==> config.mk <==
export PLATFORM = sky130hd
export DESIGN_NAME = param_sync_fifo_flat
export DESIGN_NICKNAME = d
export VERILOG_FILES = /design/src/rtl/fifo_pkg.sv /design/src/rtl/param_sync_fifo_if.sv /design/src/rtl/fifo_mem_dp.sv /design/src/rtl/param_sync_fifo.sv /design/src/flat_wrapper.sv
export SDC_FILE = /design/constraint.sdc
export NUM_CORES = 1
export LEC_CHECK = 0
export CORE_AREA = 3 3 145 119
export DETAILED_ROUTE_END_ITERATION = 8
export DIE_AREA = 0 0 148 122
export SYNTH_ARGS = -nofsm -noshare
export SYNTH_HDL_FRONTEND = slang
export SYNTH_HIERARCHICAL = 1
export SYNTH_SLANG_ARGS = --single-unit
==> constraint.sdc <==
create_clock -name clk -period 3.3 [get_ports clk]
set_input_delay 0.99 -clock clk [delete_from_list [all_inputs] [get_ports clk]]
set_output_delay 0.99 -clock clk [all_outputs]
set_load 0.05 [all_outputs]
==> src/rtl/fifo_pkg.sv <==
// Shared sizing helpers and pointer arithmetic for param_sync_fifo.
package fifo_pkg;

    typedef logic [31:0] word_t;

    function automatic int unsigned cnt_w(input int unsigned depth);
        return $clog2(depth + 1);
    endfunction

    function automatic int unsigned addr_w(input int unsigned depth);
        return (depth > 2) ? $clog2(depth) : 1;
    endfunction

    // Wrap by compare so non-power-of-two depths use every entry.
    function automatic word_t ptr_inc(input word_t ptr, input word_t depth);
        return (ptr == depth - 32'd1) ? 32'd0 : ptr + 32'd1;
    endfunction

endpackage

==> src/rtl/param_sync_fifo_if.sv <==
// Producer/consumer bus for param_sync_fifo; error flags exist only with FIFO_ERR_FLAGS_EN.
interface param_sync_fifo_if #(
    parameter int unsigned WIDTH = 8,
    parameter int unsigned DEPTH = 16
);
    localparam int unsigned CNT_W = fifo_pkg::cnt_w(DEPTH);

    logic             wr_en;
    logic [WIDTH-1:0] wr_data;
    logic             rd_en;
    logic [WIDTH-1:0] rd_data;
    logic [CNT_W-1:0] afull_thresh;
    logic [CNT_W-1:0] aempty_thresh;
    logic [CNT_W-1:0] count;
    logic             empty;
    logic             full;
    logic             almost_full;
    logic             almost_empty;
`ifdef FIFO_ERR_FLAGS_EN
    logic             overflow;
    logic             underflow;
`endif

    modport master (
        output wr_en, wr_data, rd_en, afull_thresh, aempty_thresh,
        input  rd_data, count, empty, full, almost_full, almost_empty
`ifdef FIFO_ERR_FLAGS_EN
        , input overflow, underflow
`endif
    );

    modport slave (
        input  wr_en, wr_data, rd_en, afull_thresh, aempty_thresh,
        output rd_data, count, empty, full, almost_full, almost_empty
`ifdef FIFO_ERR_FLAGS_EN
        , output overflow, underflow
`endif
    );

endinterface

==> src/rtl/fifo_mem_dp.sv <==
// FIFO storage: one synchronous write port, one read port that is either
// combinational (FWFT) or registered with enable.
module fifo_mem_dp #(
    parameter int unsigned WIDTH  = 8,
    parameter int unsigned DEPTH  = 16,
    parameter int unsigned ADDR_W = 4,
    parameter int unsigned FWFT   = 0
) (
    input  logic              clk,
    input  logic              rst_n,
    input  logic              we,
    input  logic [ADDR_W-1:0] waddr,
    input  logic [WIDTH-1:0]  wdata,
    input  logic              re,
    input  logic [ADDR_W-1:0] raddr,
    output logic [WIDTH-1:0]  rdata
);

    logic [WIDTH-1:0] mem [DEPTH];

    always_ff @(posedge clk) begin
        if (we) begin
            mem[waddr] <= wdata;
        end
    end

    if (FWFT != 0) begin : g_fwft
        assign rdata = mem[raddr];
        // Read enable and reset are meaningless for a combinational read port.
        logic unused_rd;
        assign unused_rd = ^{re, rst_n};
    end else begin : g_reg
        logic [WIDTH-1:0] rdata_q;

        always_ff @(posedge clk or negedge rst_n) begin
            if (!rst_n) begin
                rdata_q <= '0;
            end else if (re) begin
                rdata_q <= mem[raddr];
            end
        end

        assign rdata = rdata_q;
    end

endmodule

==> src/rtl/param_sync_fifo.sv <==
// Single-clock FIFO of any depth >= 2 with occupancy count, programmable
// almost flags and selectable read mode. FIFO_ERR_FLAGS_EN adds sticky overflow/underflow.
module param_sync_fifo
    import fifo_pkg::*;
#(
    parameter int unsigned WIDTH = 8,
    parameter int unsigned DEPTH = 16,
    parameter int unsigned FWFT  = 0
) (
    input logic              clk,
    input logic              rst_n,
    param_sync_fifo_if.slave bus
);

    localparam int unsigned CNT_W  = cnt_w(DEPTH);
    localparam int unsigned ADDR_W = addr_w(DEPTH);

    logic [ADDR_W-1:0] wr_ptr_q, wr_ptr_d;
    logic [ADDR_W-1:0] rd_ptr_q, rd_ptr_d;
    logic [CNT_W-1:0]  count_q, count_d;
    logic              empty, full;
    logic              wr_acc, rd_acc;
    logic [WIDTH-1:0]  mem_rdata;

    // Flags come only from registered count, never from the strobes.
    assign empty  = (count_q == '0);
    assign full   = (count_q == CNT_W'(DEPTH));
    assign wr_acc = bus.wr_en & ~full;
    assign rd_acc = bus.rd_en & ~empty;

    always_comb begin
        wr_ptr_d = wr_ptr_q;
        rd_ptr_d = rd_ptr_q;
        if (wr_acc) begin
            wr_ptr_d = ADDR_W'(ptr_inc(word_t'(wr_ptr_q), word_t'(DEPTH)));
        end
        if (rd_acc) begin
            rd_ptr_d = ADDR_W'(ptr_inc(word_t'(rd_ptr_q), word_t'(DEPTH)));
        end
        count_d = count_q + CNT_W'(wr_acc) - CNT_W'(rd_acc);
    end

    always_ff @(posedge clk or negedge rst_n) begin
        if (!rst_n) begin
            wr_ptr_q <= '0;
            rd_ptr_q <= '0;
            count_q  <= '0;
        end else begin
            wr_ptr_q <= wr_ptr_d;
            rd_ptr_q <= rd_ptr_d;
            count_q  <= count_d;
        end
    end

    fifo_mem_dp #(
        .WIDTH  (WIDTH),
        .DEPTH  (DEPTH),
        .ADDR_W (ADDR_W),
        .FWFT   (FWFT)
    ) u_mem (
        .clk   (clk),
        .rst_n (rst_n),
        .we    (wr_acc),
        .waddr (wr_ptr_q),
        .wdata (bus.wr_data),
        .re    (rd_acc),
        .raddr (rd_ptr_q),
        .rdata (mem_rdata)
    );

    always_comb begin
        bus.rd_data = mem_rdata;
        // A fall-through head shows zero rather than stale storage when empty.
        if (FWFT != 0 && empty) begin
            bus.rd_data = '0;
        end
    end

    assign bus.count        = count_q;
    assign bus.empty        = empty;
    assign bus.full         = full;
    assign bus.almost_full  = (count_q >= bus.afull_thresh);
    assign bus.almost_empty = (count_q <= bus.aempty_thresh);

`ifdef FIFO_ERR_FLAGS_EN
    logic overflow_q, underflow_q;

    always_ff @(posedge clk or negedge rst_n) begin
        if (!rst_n) begin
            overflow_q  <= 1'b0;
            underflow_q <= 1'b0;
        end else begin
            overflow_q  <= overflow_q | (bus.wr_en & full);
            underflow_q <= underflow_q | (bus.rd_en & empty);
        end
    end

    assign bus.overflow  = overflow_q;
    assign bus.underflow = underflow_q;
`endif

endmodule

==> src/flat_wrapper.sv <==
// flat-port wrapper written by rule: the top's interface ports become plain ports
module param_sync_fifo_flat import fifo_pkg::*;
#(
    parameter int unsigned WIDTH = 8,
    parameter int unsigned DEPTH = 16,
    parameter int unsigned FWFT  = 0
)
  (clk, rst_n, bus_wr_en, bus_wr_data, bus_rd_en, bus_afull_thresh, bus_aempty_thresh, bus_rd_data, bus_count, bus_empty, bus_full, bus_almost_full, bus_almost_empty);
  param_sync_fifo_if #(.WIDTH(WIDTH), .DEPTH(DEPTH)) bus_i ();
  input logic clk;
  input logic rst_n;
  input wire logic [$bits(bus_i.wr_en)-1:0] bus_wr_en;
  input wire logic [$bits(bus_i.wr_data)-1:0] bus_wr_data;
  input wire logic [$bits(bus_i.rd_en)-1:0] bus_rd_en;
  input wire logic [$bits(bus_i.afull_thresh)-1:0] bus_afull_thresh;
  input wire logic [$bits(bus_i.aempty_thresh)-1:0] bus_aempty_thresh;
  output wire logic [$bits(bus_i.rd_data)-1:0] bus_rd_data;
  output wire logic [$bits(bus_i.count)-1:0] bus_count;
  output wire logic [$bits(bus_i.empty)-1:0] bus_empty;
  output wire logic [$bits(bus_i.full)-1:0] bus_full;
  output wire logic [$bits(bus_i.almost_full)-1:0] bus_almost_full;
  output wire logic [$bits(bus_i.almost_empty)-1:0] bus_almost_empty;
  assign bus_i.wr_en = bus_wr_en;
  assign bus_i.wr_data = bus_wr_data;
  assign bus_i.rd_en = bus_rd_en;
  assign bus_i.afull_thresh = bus_afull_thresh;
  assign bus_i.aempty_thresh = bus_aempty_thresh;
  assign bus_rd_data = bus_i.rd_data;
  assign bus_count = bus_i.count;
  assign bus_empty = bus_i.empty;
  assign bus_full = bus_i.full;
  assign bus_almost_full = bus_i.almost_full;
  assign bus_almost_empty = bus_i.almost_empty;
  param_sync_fifo #(.WIDTH(WIDTH), .DEPTH(DEPTH), .FWFT(FWFT)) u_core (.clk(clk), .rst_n(rst_n), .bus(bus_i));
endmodule
==> flow_summary.html <==
<table>
<tr><th>Metric</th><th>Value</th></tr>
<tr><th colspan="2">Clock network</th></tr>
<tr><td># H-tree levels</td><td>4</td></tr>
<tr><td>Number of CTS-inserted buffers</td><td>17</td></tr>
<tr><td>Clock latency on the worst-skew pair</td><td>0.42 ns</td></tr>
<tr><td>Clock root buffer</td><td>sky130_fd_sc_hd__clkbuf_16</td></tr>
<tr><td>Clock net sink count</td><td>149</td></tr>
<tr><td>Cts-stage hold buffer count</td><td>0</td></tr>
<tr><td>Worst-case clock buffer depth</td><td>2</td></tr>
<tr><td>CTS tree</td><td>built</td></tr>
<tr><td>Clk slew on worst S/H paths</td><td>0.06 ns</td></tr>
<tr><td>Postcts setup bufs</td><td>0</td></tr>
<tr><th colspan="2">STA</th></tr>
<tr><td>Total negative slack for setup checks</td><td>0 ns</td></tr>
<tr><td>Final count of hold timing violations</td><td>0</td></tr>
<tr><td>Max Freq</td><td>0.3058 GHz</td></tr>
<tr><td>Least setup slack across all paths after layout</td><td>0.03010 ns</td></tr>
<tr><td>Worst slew margin relative to its limit</td><td>0.4357</td></tr>
<tr><td>Worst Max-Slew Pin Slew</td><td>0.8465 ns</td></tr>
<tr><td>Setup Viol. Count Final</td><td>0</td></tr>
<tr><td>Final Skew</td><td>0.01004 ns</td></tr>
<tr><td>Min Hold Slack</td><td>0.5886 ns</td></tr>
<tr><td>Number of max-slew violations in the final report</td><td>0</td></tr>
<tr><td>Time the worst path needs with I/O delays and setup</td><td>3.270 ns</td></tr>
<tr><td>Final critical-path share of the clock period</td><td>0.9909</td></tr>
<tr><td>RSZ-0062 raised after global routing</td><td>false</td></tr>
<tr><th colspan="2">Setup path</th></tr>
<tr><td>Required time of the critical path</td><td>2.31 ns</td></tr>
<tr><td>Worst setup startpoint</td><td>bus_afull_thresh[4]</td></tr>
<tr><td>Max Fanout on Critical Path</td><td>2</td></tr>
<tr><td>Arr. time, crit path</td><td>2.28 ns</td></tr>
<tr><td>Endpoint class of the critical path</td><td>output port</td></tr>
<tr><td>Worst Setup Start Kind</td><td>input pin</td></tr>
<tr><td>WS Path Type</td><td>input pin to output port</td></tr>
<tr><td>Origin of the critical flop-to-flop path</td><td>u_core/bus.count[2]</td></tr>
<tr><th colspan="2">Final layout</th></tr>
<tr><td>Area of the multi-input gates</td><td>1823 um2</td></tr>
<tr><td>Layout-stage area growth over the synthesis result</td><td>21.84%</td></tr>
<tr><td>Number of nets at the end of the flow</td><td>441</td></tr>
<tr><td>Number of fill cells</td><td>1351</td></tr>
<tr><td>Proportion of layout cells with a drive suffix above 1</td><td>0.2712</td></tr>
<tr><td>FF+latch area</td><td>4370 um2</td></tr>
<tr><td>Antenna diode count</td><td>0</td></tr>
<tr><td>Cell Count, Final, Fillers Out</td><td>628</td></tr>
<tr><th colspan="2">Synth</th></tr>
<tr><td>Top post-synthesis cells by area</td><td>sky130_fd_sc_hd__edfxtp_1 61%, sky130_fd_sc_hd__mux4_2 9.3%, sky130_fd_sc_hd__dfrtp_1 8.3%</td></tr>
<tr><td>Syn Inst Count</td><td>336</td></tr>
<tr><td>Adder and majority gate portion of the synthesized area</td><td>0.03881</td></tr>
<tr><td>Cell variety after synth</td><td>45</td></tr>
<tr><td>Net count after synthesis</td><td>377</td></tr>
<tr><td>Post-synth ARST share</td><td>0.1409</td></tr>
<tr><td>Synthesized-area fraction occupied by xor and xnor cells</td><td>0.008317</td></tr>
<tr><td>Yosys warns</td><td>6</td></tr>
<tr><td>Combinational family with the most area after synthesis</td><td>multiplexers</td></tr>
<tr><td>Number of synthesized flops with an enable pin</td><td>128</td></tr>
<tr><td>Cell type contributing the most total cell area after synthesis</td><td>sky130_fd_sc_hd__edfxtp_1</td></tr>
<tr><td>Share of synthesized cell area in and, or, nand and nor gates</td><td>0.04238</td></tr>
<tr><td>Area share of the largest cell type after synthesis</td><td>0.6083</td></tr>
<tr><td>Most numerous cell in the Yosys netlist</td><td>sky130_fd_sc_hd__edfxtp_1</td></tr>
<tr><td>Mean Syn Cell Area</td><td>18.81 um2</td></tr>
<tr><td>Summed instance area of the synthesized netlist</td><td>6319 um2</td></tr>
<tr><td>Share of the yosys chip area belonging to registers</td><td>0.6915</td></tr>
<tr><td>Top cell types by occurrence after synthesis</td><td>128 x sky130_fd_sc_hd__edfxtp_1, 26 x sky130_fd_sc_hd__mux4_2, 21 x sky130_fd_sc_hd__dfrtp_1, 21 x sky130_fd_sc_hd__nor2_1, 20 x sky130_fd_sc_hd__inv_1</td></tr>
<tr><td>Mux contribution to synthesized area</td><td>0.1386</td></tr>
<tr><td>Main synth FF type</td><td>sky130_fd_sc_hd__edfxtp_1</td></tr>
<tr><td>Compound-cell area share of the yosys netlist</td><td>0.04752</td></tr>
<tr><td>Flip-flop and latch count after synthesis</td><td>149</td></tr>
<tr><th colspan="2">Routing</th></tr>
<tr><td>Via count</td><td>3294</td></tr>
<tr><td>Number of optimization iterations in the first detailed-route pass</td><td>4</td></tr>
<tr><td>Number of design rule violations left after detail routing</td><td>0</td></tr>
<tr><td>Via-per-instance ratio</td><td>5.245</td></tr>
<tr><td>Starting DRC count in detailed routing</td><td>261</td></tr>
<tr><td>Detailed-route wire length per cell</td><td>20.40 um</td></tr>
<tr><td>Antenna Nets Post-Route</td><td>0</td></tr>
<tr><td>Wire length reported by the detailed router</td><td>12810 um</td></tr>
<tr><th colspan="2">Floorplan</th></tr>
<tr><td>IO Pins</td><td>39</td></tr>
<tr><td>Die span in x</td><td>148 um</td></tr>
<tr><td>Number of cell rows</td><td>41</td></tr>
<tr><td>Total Die Area</td><td>18060 um2</td></tr>
<tr><td>Die H</td><td>122 um</td></tr>
<tr><td>Initial Utilization</td><td>0.3999</td></tr>
<tr><td>Core area</td><td>15800 um2</td></tr>
<tr><th colspan="2">Placed design</th></tr>
<tr><td>Final weighted congestion of routability-driven global placement</td><td>0.7549</td></tr>
<tr><td>Minimum setup slack after placement</td><td>-0.3169 ns</td></tr>
<tr><td># port buffers</td><td>38</td></tr>
<tr><td>Detailed placer's ending HPWL</td><td>8265 um</td></tr>
<tr><td>Number of cells in the design after placement</td><td>596</td></tr>
<tr><th colspan="2">Global routing</th></tr>
<tr><td>Global-route wire length before repair</td><td>20220 um</td></tr>
<tr><td>Maximum number of pins on one net before global-route repair</td><td>30</td></tr>
<tr><td>Leftover overflow at the end of global routing</td><td>0</td></tr>
<tr><td>Number of antenna violations at the first check in global routing</td><td>0</td></tr>
<tr><td>Via count of the first global-routing pass</td><td>3478</td></tr>
<tr><td>Global router's overall resource usage</td><td>0.1522</td></tr>
<tr><th colspan="2">Pwr</th></tr>
<tr><td>IR drop worst, VDD</td><td>0.0004283 V</td></tr>
<tr><td>Reported leakage power</td><td>2.740 nW</td></tr>
<tr><td>Power Density</td><td>907.9 nW/um2</td></tr>
<tr><th colspan="2">Run</th></tr>
<tr><td>Max-cap violations</td><td>0</td></tr>
<tr><th colspan="2">Run status</th></tr>
<tr><td>Status</td><td>finished clean</td></tr>
<tr><th colspan="2">Worst hold path</th></tr>
<tr><td>Class of the tightest hold or removal check</td><td>flip-flop to flip-flop</td></tr>
<tr><td>Hold Startpoint</td><td>u_core/bus.count[0]</td></tr>
</table>
-- cells in the final DEF (no fill, tap or decap), types with 4 or more instances in the layout --
cell and n:
sky130_fd_sc_hd__nor2_1 21, sky130_fd_sc_hd__ha_1 11, sky130_fd_sc_hd__mux4_2 26, sky130_fd_sc_hd__edfxtp_1 128
sky130_fd_sc_hd__a221oi_2 8, sky130_fd_sc_hd__mux2i_1 8, sky130_fd_sc_hd__o22ai_1 7, sky130_fd_sc_hd__a21oi_1 6
sky130_fd_sc_hd__clkinv_4 4, sky130_fd_sc_hd__buf_4 22, sky130_fd_sc_hd__a21o_1 4, sky130_fd_sc_hd__inv_1 15
sky130_fd_sc_hd__inv_2 5, sky130_fd_sc_hd__ha_4 6, sky130_fd_sc_hd__clkbuf_16 17, sky130_fd_sc_hd__nor3_1 5
sky130_fd_sc_hd__dfrtp_1 20, sky130_fd_sc_hd__mux4_1 6, sky130_fd_sc_hd__clkdlybuf4s50_1 27, sky130_fd_sc_hd__dlygate4sd2_1 7
-- sequential cells by signal, summed over array words and instances (netlist names) --
| register | cells |
|---|---|
| u_core/wr_ptr_q | 4 |
| u_core/rd_ptr_q | 4 |
| u_core/u_mem/mem | 128 |
| u_core/bus.count | 5 |
| u_core/u_mem/rdata | 8 |
-- routing by layer --
layer  up-vias  wire [um]  GRT usage
met5         -          0          0
met4         0        163    0.04616
met3        13        788    0.04128
met2        85       6171     0.2458
met1      1715       5686     0.2039
li1       1481          -          -
-- worst paths after layout --
check	slack, ns	to	cells past startpoint
max reg2reg	0.33	u_core/bus.count[4]	12
min	0.59	u_core/bus.count[0]	1
max in group asynchronous	2.09	u_core/rd_ptr_q[2]	2
max	0.03	bus_almost_full	7
min reg2reg	0.59	u_core/bus.count[0]	1
min in group asynchronous	0.95	u_core/wr_ptr_q[2]	2
-- kinds of logic after synthesis --
| logic type | after synthesis |
|---|---|
| flops | 149 |
| simple gates | 48 |
| mux | 44 |
| compound gates | 35 |
| buf+inv | 35 |
| fa+ha+maj | 19 |
| xor+xnor | 6 |
-- repair_timing --
| action | in CTS | in global routing |
|---|---|---|
| resized for setup | 20 | 2 |
| pin swaps | 12 | 1 |
| setup endpoints to repair | 2 | 1 |
-- layout make-up --
class | instances | area share
tap | 215 | 0.03494
clock inverter | 15 | 0.02487
timing repair buffer | 59 | 0.07021
multi-input combinational | 152 | 0.2368
clock buffer | 17 | 0.05526
sequential | 149 | 0.5677
inverter | 21 | 0.01024
-- report_power, final --
group | total, mW | internal [mW] | switching (mW)
Combinational | 2.37 | 1.08 | 1.29
Clock | 1.95 | 1.15 | 0.804
Sequential | 2.67 | 2.34 | 0.326
-- through the flow --
stage / area [um2] / util / power, mW
2_1_floorplan: 6319 / - / 4.367
3_3_place_gp: 7003 / 0.4432 / 4.974
3_5_place_dp: 7003 / 0.4432 / 5.043
4_1_cts: 7696 / 0.4871 / 7.079
5_1_grt: 7699 / 0.4873 / 7.372
6_report: 7699 / 0.4873 / 6.990
-- critical path: stages --
cell and delay [ns]:
sky130_fd_sc_hd__clkdlybuf4s50_1 0.45, sky130_fd_sc_hd__inv_1 0.06, sky130_fd_sc_hd__ha_4 0.22, sky130_fd_sc_hd__nand4_1 0.07
sky130_fd_sc_hd__a21oi_1 0.04, sky130_fd_sc_hd__a211o_1 0.28, sky130_fd_sc_hd__buf_6 0.16
No activity file was read; power rests on OpenSTA's default activity.
